===== config.mk =====
export PLATFORM = sky130hd
export DESIGN_NAME = rr_arbiter_4
export DESIGN_NICKNAME = d
export VERILOG_FILES = /design/src/rtl/arb_pkg.sv /design/src/rtl/prio_enc_rr.sv /design/src/rtl/rr_arbiter_4.sv
export SDC_FILE = /design/constraint.sdc
export NUM_CORES = 1
export LEC_CHECK = 0
export ABC_AREA = 1
export BUFFER_PORTS_ARGS = -buffer_cell sky130_fd_sc_hd__buf_2
export CAP_MARGIN = 10
export CORE_ASPECT_RATIO = 1.25
export CORE_MARGIN = 2
export CORE_UTILIZATION = 54
export DETAILED_ROUTE_END_ITERATION = 10
export GPL_TIMING_DRIVEN = 0
export PLACE_DENSITY = 0.86
export RECOVER_POWER = 50
export SYNTH_ARGS = -nofsm -noshare
export SYNTH_HDL_FRONTEND = slang
export SYNTH_SLANG_ARGS = --single-unit
export TNS_END_PERCENT = 100

===== constraint.sdc =====
create_clock -name clk -period 5 [get_ports clk]
set_input_delay 0 -clock clk [delete_from_list [all_inputs] [get_ports clk]]
set_output_delay 0 -clock clk [all_outputs]
set_load 0.05 [all_outputs]

===== src/rtl/arb_pkg.sv =====
// Shared definitions for the round-robin arbiter: FSM encodings, default sizes
// and an index-width helper usable in parameter expressions.
package arb_pkg;

    localparam int ARB_N_DEF        = 4;
    localparam int ARB_MAX_HOLD_DEF = 16;

    typedef enum logic {
        ST_IDLE  = 1'b0,
        ST_GRANT = 1'b1
    } arb_state_t;

    // Clamped to 1 so a degenerate N never produces a zero-width index.
    function automatic int idx_width(input int n);
        return (n < 2) ? 1 : $clog2(n);
    endfunction

endpackage


===== src/rtl/prio_enc_rr.sv =====
// Circular priority encoder: the first set req bit found scanning from ptr
// upward, wrapping modulo N. Purely combinational.
module prio_enc_rr
    import arb_pkg::*;
#(
    parameter int N    = ARB_N_DEF,
    parameter int IDXW = idx_width(N)
) (
    input  logic [N-1:0]    req,
    input  logic [IDXW-1:0] ptr,
    output logic [IDXW-1:0] idx,
    output logic            any
);

    logic [2*N-1:0] dbl;
    logic [N-1:0]   rot;
    logic [IDXW-1:0] off;
    logic [IDXW:0]   sum;

    // Duplicating req lets a plain right shift act as a rotate for any N.
    always_comb begin
        dbl = {req, req} >> ptr;
        rot = dbl[N-1:0];
    end

    always_comb begin
        off = '0;
        for (int i = N - 1; i >= 0; i--) begin
            if (rot[i]) off = IDXW'(i);
        end
    end

    always_comb begin
        sum = {1'b0, ptr} + {1'b0, off};
        if (sum >= (IDXW+1)'(N)) sum = sum - (IDXW+1)'(N);
        idx = sum[IDXW-1:0];
        any = |req;
    end

endmodule


===== src/rtl/rr_arbiter_4.sv =====
// Round-robin arbiter with grant hold: one owner at a time, released on done,
// on request drop, or forcibly after MAX_HOLD cycles.
module rr_arbiter_4
    import arb_pkg::*;
#(
    parameter int N        = ARB_N_DEF,
    parameter int IDXW     = idx_width(N),
    parameter int MAX_HOLD = ARB_MAX_HOLD_DEF,
    parameter int CW       = $clog2(MAX_HOLD + 1)
) (
    input  logic            clk,
    input  logic            rst_n,
    input  logic            en,
    input  logic [N-1:0]    req,
    input  logic            done,
    output logic [N-1:0]    grant,
    output logic [IDXW-1:0] grant_idx,
    output logic            busy,
    output logic            timeout
);

    arb_state_t      state, state_nxt;
    logic [IDXW-1:0] ptr, ptr_nxt;
    logic [CW-1:0]   hold_cnt, cnt_nxt;
    logic [N-1:0]    grant_nxt;
    logic [IDXW-1:0] idx_nxt;
    logic            busy_nxt, timeout_nxt;

    logic [IDXW-1:0] win_idx;
    logic            win_any;
    logic            rel_norm, rel_max, release_now;
    logic [IDXW:0]   ptr_inc;

    prio_enc_rr #(.N(N), .IDXW(IDXW)) u_enc (
        .req (req),
        .ptr (ptr),
        .idx (win_idx),
        .any (win_any)
    );

    // A normal release (done or request drop) masks the timeout pulse.
    always_comb begin
        rel_norm    = done | ~req[grant_idx];
        rel_max     = (hold_cnt == CW'(MAX_HOLD));
        release_now = (state == ST_GRANT) & (rel_norm | rel_max);
        ptr_inc     = {1'b0, grant_idx} + (IDXW+1)'(1);
    end

    always_ff @(posedge clk or negedge rst_n) begin
        if (!rst_n) begin
            state     <= ST_IDLE;
            ptr       <= '0;
            hold_cnt  <= '0;
            grant     <= '0;
            grant_idx <= '0;
            busy      <= 1'b0;
            timeout   <= 1'b0;
        end else begin
            state     <= state_nxt;
            ptr       <= ptr_nxt;
            hold_cnt  <= cnt_nxt;
            grant     <= grant_nxt;
            grant_idx <= idx_nxt;
            busy      <= busy_nxt;
            timeout   <= timeout_nxt;
        end
    end

    always_comb begin
        state_nxt = state;
        case (state)
            ST_IDLE:  if (en && win_any) state_nxt = ST_GRANT;
            ST_GRANT: if (release_now)   state_nxt = ST_IDLE;
            default:                     state_nxt = ST_IDLE;
        endcase
    end

    always_comb begin
        ptr_nxt     = ptr;
        cnt_nxt     = hold_cnt;
        grant_nxt   = grant;
        idx_nxt     = grant_idx;
        busy_nxt    = busy;
        timeout_nxt = 1'b0;
        case (state)
            ST_IDLE: begin
                if (en && win_any) begin
                    grant_nxt = {{(N-1){1'b0}}, 1'b1} << win_idx;
                    idx_nxt   = win_idx;
                    busy_nxt  = 1'b1;
                    cnt_nxt   = CW'(1);
                end
            end
            ST_GRANT: begin
                if (release_now) begin
                    grant_nxt   = '0;
                    idx_nxt     = '0;
                    busy_nxt    = 1'b0;
                    cnt_nxt     = '0;
                    ptr_nxt     = (ptr_inc == (IDXW+1)'(N)) ? '0 : ptr_inc[IDXW-1:0];
                    timeout_nxt = rel_max & ~rel_norm;
                end else begin
                    cnt_nxt = hold_cnt + CW'(1);
                end
            end
            default: begin
                grant_nxt = '0;
                idx_nxt   = '0;
                busy_nxt  = 1'b0;
                cnt_nxt   = '0;
            end
        endcase
    end

endmodule

After elaboration in Yosys (flattened, before gate mapping). Cells that the tools add are included.

Output and inout port bits: 8. Register bits: 16. Bits of input ports: 8.

Add/sub/neg operators: 4. Reduce and logical (&&, ||, !) cells: 4. Multiplexer cells: 25. Shifts and indexed selects: 2. Eq/ne operators: 4. Bitwise operators: 7. Magnitude comparators: 2.

Operators with widths (number): 2-to-1 mux 2 bit (8); 2-to-1 mux 5 bit (2); one-hot mux 5 bit (2 select lines) (1); 2-to-1 mux 4 bit (2); one-hot mux 4 bit (2 select lines) (1); right shift 8 x 2 -> 4 bit (1); 2-to-1 mux 1 bit (7); adder 5 x 1 -> 5 bit (second input constant) (1); equality test 5 bit (second input constant) (1); one-hot mux 1 bit (2 select lines) (2); one-hot mux 2 bit (2 select lines) (1); AND reduction 2 bit (2); OR reduction 4 bit (1); left shift 1 x 2 -> 4 bit (first input constant) (1); adder 2 x 1 -> 3 bit (second input constant) (1); adder 2 x 2 -> 3 bit (1); equality test 3 bit (second input constant) (1); >= comparator 3 bit (second input constant) (1); less-than comparator 2 x 3 -> 1 bit (second input constant) (1); inverter 1 bit (3); bitwise AND 1 bit (2); binary-select mux 1 bit (select 2 bit) (1); inequality test 2 x 1 -> 1 bit (second input constant) (1); inequality test 2 bit (second input constant) (1); other kinds (3) (4).

Longest topological paths before layout.
Depth after elaboration: 11. Mapped depth: 13. Gate-level depth less buffers: 13.

Hierarchy. Synthesis repeated with hierarchy kept, for this count alone.

Cell total of the unflattened synthesis: 132. Area total of the unflattened synthesis: 988.4 um^2.

Modules (own cells, without submodules): rr_arbiter_4 (area each 820.8 um^2, cells an instance 97, times used 1); prio_enc_rr (area each 167.7 um^2, cells an instance 35, times used 1).

Worst setup path before layout. OpenSTA, ideal clock, no wires.

Path type: register to register. Start point: register ptr[0]. End point: register grant[3]. Stages on the path, launching flop included: 14. Data required time: 4882 ps. Path slack: 3285 ps. Arrival: 1597 ps. Setup time: 118 ps. Path buffers: 0. Cells stage by stage: dfrtp_1 -> inv_2 -> nand2_1 -> nand3_1 -> nand2_2 -> nand3_1 -> a21boi_0 -> ha_1 -> xor2_1 -> inv_1 -> nand3_2 -> nand2_4 -> nand3_1 -> nand2_1.

Cells in the longest elaborated chain, start to end: 11.

Ends and longest elaborated chain: start, declared (RTL line rr_arbiter_4.sv:23) `logic [IDXW-1:0] ptr, ptr_nxt;`; start signal, assigned (RTL line rr_arbiter_4.sv:60) `ptr <= ptr_nxt;`; right shift 8 x 2 -> 4 bit (RTL line prio_enc_rr.sv:22) `dbl = {req, req} >> ptr;`; 2-to-1 mux 2 bit (4 in series) (RTL line prio_enc_rr.sv:29) `if (rot[i]) off = IDXW'(i);`; adder 2 x 2 -> 3 bit * (RTL line prio_enc_rr.sv:34) `sum = {1'b0, ptr} + {1'b0, off};`; >= comparator 3 bit or subtractor 2 x 1 -> 2 bit (tied branches) (RTL line prio_enc_rr.sv:35) `if (sum >= (IDXW+1)'(N)) sum = sum - (IDXW+1)'(N);`; 2-to-1 mux 2 bit * (RTL line prio_enc_rr.sv:35); left shift 1 x 2 -> 4 bit * (RTL line rr_arbiter_4.sv:88) `grant_nxt = {{(N-1){1'b0}}, 1'b1} << win_idx;`; 2-to-1 mux 4 bit * (RTL line rr_arbiter_4.sv:87) `if (en && win_any) begin`; one-hot mux 4 bit (2 select lines) * (RTL line rr_arbiter_4.sv:85) `case (state)`; end signal, assigned (RTL line rr_arbiter_4.sv:62) `grant <= grant_nxt;`; end, declared (RTL line rr_arbiter_4.sv:16) `output logic [N-1:0] grant,`.

Mark *: on every way between the ends. The rest lies on a longest branch, timed or not. The select of a mux whose other input is x is not followed. A chain may end at the register's enable or synchronous reset.

Worst setup path in the final report.
Start point: register ptr[0]. End point: register grant_idx[1].

Cells in the longest elaborated chain, start to end: 10.

Ends and longest elaborated chain: right shift 8 x 2 -> 4 bit (RTL line prio_enc_rr.sv:22); 2-to-1 mux 2 bit (4 in series) (RTL line prio_enc_rr.sv:29); adder 2 x 2 -> 3 bit * (RTL line prio_enc_rr.sv:34); >= comparator 3 bit or subtractor 2 x 1 -> 2 bit (tied branches) (RTL line prio_enc_rr.sv:35); 2-to-1 mux 2 bit * (RTL line prio_enc_rr.sv:35); 2-to-1 mux 2 bit * (RTL line rr_arbiter_4.sv:87); one-hot mux 2 bit (2 select lines) * (RTL line rr_arbiter_4.sv:85); end signal, assigned (RTL line rr_arbiter_4.sv:63) `grant_idx <= idx_nxt;`; end, declared (RTL line rr_arbiter_4.sv:17) `output logic [IDXW-1:0] grant_idx,`.

Marks and branches as above.

==> results.sh <==
export IMPL_dr_wl_met2_mm=1.10
export IMPL_clock_root_buffer="clkbuf_4"
export IMPL_cp_start_kind="register"
export IMPL_fin_crit_ns=1.96
export IMPL_power_leakage_nw=0.580
export IMPL_slew_headroom=0.439
export IMPL_combPwrFrac=0.588
export IMPL_final_layout_size_suffix_gt1_frac=0.190
export IMPL_grt_overflow=0
export IMPL_ir_drop_mv=0.385
export IMPL_mappedNetlistArea_um2=972
export IMPL_ys_types=22
export IMPL_seq_power_share=0.308
export IMPL_wirelength_mm=2.02
export IMPL_grt_first_pass_wirelength_mm=3.58
export IMPL_fill_cells=161
export IMPL_status="complete, no violations"
export IMPL_cts_inserted_buffers=3
export IMPL_cts_sinks=16
export IMPL_drv_slew=0
export IMPL_num_io_pins=16
export IMPL_yosysTopAreaCellShare=0.412
export IMPL_dp_hpwl_mm=1.61
export IMPL_firstDrtPassIters=4
export IMPL_wire_per_inst_um=12.2
export IMPL_multi_input_area_um2=495
export IMPL_num_vias=922
export IMPL_setup_viol=0
export IMPL_hold_viol=0
export IMPL_synth_edff_count=0
export IMPL_yosys_cell_count_top_type="nand2_1"
export IMPL_final_nets=161
export IMPL_yosys_area_top_type="dfrtp_1"
export IMPL_synth_common_cells="nand2_1, nand3_1, dfrtp_1, inv_1, o21ai_1"
export IMPL_drc=0
export IMPL_wl_met3_um=58
export IMPL_cp_required_ns=5.18
export IMPL_clk_path_buf_depth=2
export IMPL_grt_max_degree=17
export IMPL_drtIter0Drc=22
export IMPL_end_kind="register"
export IMPL_cts_resized=0
export IMPL_finClkSkew_ns=0.000537
export IMPL_track_usage=0.220
export IMPL_r2r_end="grant_idx[1]$_DFFE_PN0P_"
export IMPL_grt_pass1_vias=914
export IMPL_topRoutingLayerUsed="met4"
export IMPL_syn_inst=127
export IMPL_portBuffers=15
export IMPL_n_antenna_cell=0
export IMPL_postRouteAntennaNets=0
export IMPL_ys_seq_area_frac=0.412
export IMPL_critPathMaxFanout=6
export IMPL_worst_slack_ns=3.04
export IMPL_areaGrowthSynthToFinish_pct=13.9
export IMPL_ctsHtreeMaxLevel=1
export IMPL_worst_pin_slew_ns=0.842
export IMPL_fmax_mhz=511
export IMPL_synth_area_per_cell_um2=7.65
export IMPL_rsz0062_at_grt="no"
export IMPL_ff_latch_area_um2=400
export IMPL_synthArstFlopShare=1.00
export IMPL_start_util=0.564
export IMPL_die_y_um=51.4
export IMPL_synthFlopType="dfrtp_1"
export IMPL_crit_end="grant_idx[1]$_DFFE_PN0P_"
export IMPL_worstRegToRegCells=13
export IMPL_crit_path_start="ptr[0]$_DFFE_PN0P_"
export IMPL_r2r_start="ptr[0]$_DFFE_PN0P_"
export IMPL_synth_seq_cells=16
export IMPL_die_area_mm2=0.00216
export IMPL_fin_crit_sh=0.391
export IMPL_regToRegSetupSlack_ns=3.04
export IMPL_maxCapViolCount=0
export IMPL_total_power_mw=0.666
export IMPL_gp_congestion=0.848
export IMPL_place_ws_ns=3.06
export IMPL_die_w_um=42.0
export IMPL_antenna_found_initial=0
export IMPL_path_clk_slew_ns=0.09
export IMPL_wl_met1_um=805
export IMPL_yosysWarnings=0
export IMPL_clkPwrFrac=0.103
export IMPL_synthTopCellsByArea="dfrtp_1, nand2_1, nand3_1, inv_1, ha_1"
export IMPL_power_switching_mw=0.350
export IMPL_fin_setup_tns_ns=0
export IMPL_core_area_mm2=0.00172
export IMPL_setup_worst_path_class="register to register"
export IMPL_p_per_area_mw_per_mm2=602
export IMPL_syn_nets=139
export IMPL_hold_path_class="primary input to register"
export IMPL_critPathArrivalTime_ns=2.14
export IMPL_switching_share=0.526
export IMPL_rows=17
export IMPL_internal_power_mw=0.316
export IMPL_clk_latency_ns=0.29
export IMPL_cts_tree="built"
export IMPL_viasPerCell=5.55
==> per-stage QoR <==
stage,area [um^2],utilization,cells,hold slack (ns)
3_3_place_gp,1070,0.622,161,-0.0742
3_5_place_dp,1070,0.622,161,-0.0714
6_report,1110,0.643,166,0.143
2_1_floorplan,972,-,127,-0.296
4_1_cts,1110,0.646,166,0.148
5_1_grt,1110,0.643,166,0.175
==> worst min-delay path by stage <==
stage                from                  endpoint  slack [ns]  cells past startpoint
finish                 en      grant[0]$_DFFE_PN0P_        0.14                      5
global placement    rst_n         timeout$_DFF_PN0_       -0.07                      1
global route           en  grant_idx[1]$_DFFE_PN0P_        0.17                      5
CTS                    en      grant[0]$_DFFE_PN0P_        0.15                      5
detailed placement  rst_n         timeout$_DFF_PN0_       -0.07                      1
floorplan           rst_n          busy$_DFFE_PN0P_       -0.30                      0
==> power by group through the flow <==
stage | Clock, mW | Combinational (mW) | Sequential [mW]
after global routing | 0.0739 | 0.441 | 0.212
after floorplan | 0 | 0.255 | 0.262
after detailed placement | 0 | 0.398 | 0.206
final | 0.0690 | 0.392 | 0.205
after CTS | 0.0686 | 0.399 | 0.204
after global placement | 0 | 0.376 | 0.204
==> layer usage <==
| layer | vias up | global-route usage |
|---|---|---|
| met5 | - | 0 |
| met4 | 0 | 0.108 |
| met3 | 7 | 0.0389 |
| met2 | 20 | 0.430 |
| met1 | 435 | 0.219 |
| li1 | 460 | - |
==> repair_timing <==
item                                   4_1_cts  5_1_grt
endpoints found under the hold margin       17        0
buffers inserted                             0        0
hold buffers                                 2        0
==> cell families (layout without fill, tap and decap cells) <==
| family | after synthesis | after routing | synth area share |
|---|---|---|---|
| XOR/XNOR | 1 | 1 | 0.00901 |
| AO/OA/AOI/OAI | 17 | 17 | 0.106 |
| buffers and inverters | 20 | 40 | 0.0785 |
| adder cells (fa/ha/maj) | 4 | 4 | 0.0515 |
| AND/OR/NAND/NOR | 69 | 69 | 0.344 |
| flip-flops | 16 | 16 | 0.412 |
==> flip-flops by register name, summed over array words and instances, names as in the netlist <==
| signal | cells |
|---|---|
| state | 1 |
| ptr | 2 |
| grant_idx | 2 |
| timeout | 1 |
| grant | 4 |
| hold_cnt | 5 |
| busy | 1 |
==> final cells by class <==
class                           instances  area share
Inverter                               19      0.0644
Timing Repair Buffer                   17      0.0802
Sequential cell                        16       0.362
Tap cell                               19      0.0215
Clock buffer                            3      0.0203
Multi-Input combinational cell         91       0.447
Buffer                                  1     0.00452
==> critical path: stages, from the launching register on <==
cell and delay, ns:
dfrtp_1 0.48, inv_2 0.09, nand2_1 0.09, nand3_1 0.09, nand2_2 0.11, nand3_1 0.06
a21boi_0 0.17, ha_1 0.19, xor2_1 0.21, inv_1 0.08, nand3_2 0.09, nand2_4 0.07
nand2_1 0.06, o21ai_1 0.06
==> placed cells by master, fill, tap and decap left out, drive strengths merged <==
master	synthesis	final
nand2	37	37
nand3	22	22
inv	19	19
dfrtp	16	16
o21ai	12	12
buf	1	11
clkbuf	0	8
nor2	6	6
ha	4	4
nand4	2	2
nor3	2	2
o22ai	2	2
dlygate4sd3	0	2
a21boi	1	1
o211ai	1	1
o31ai	1	1
xor2	1	1
Power figures use the tool's default switching activity.
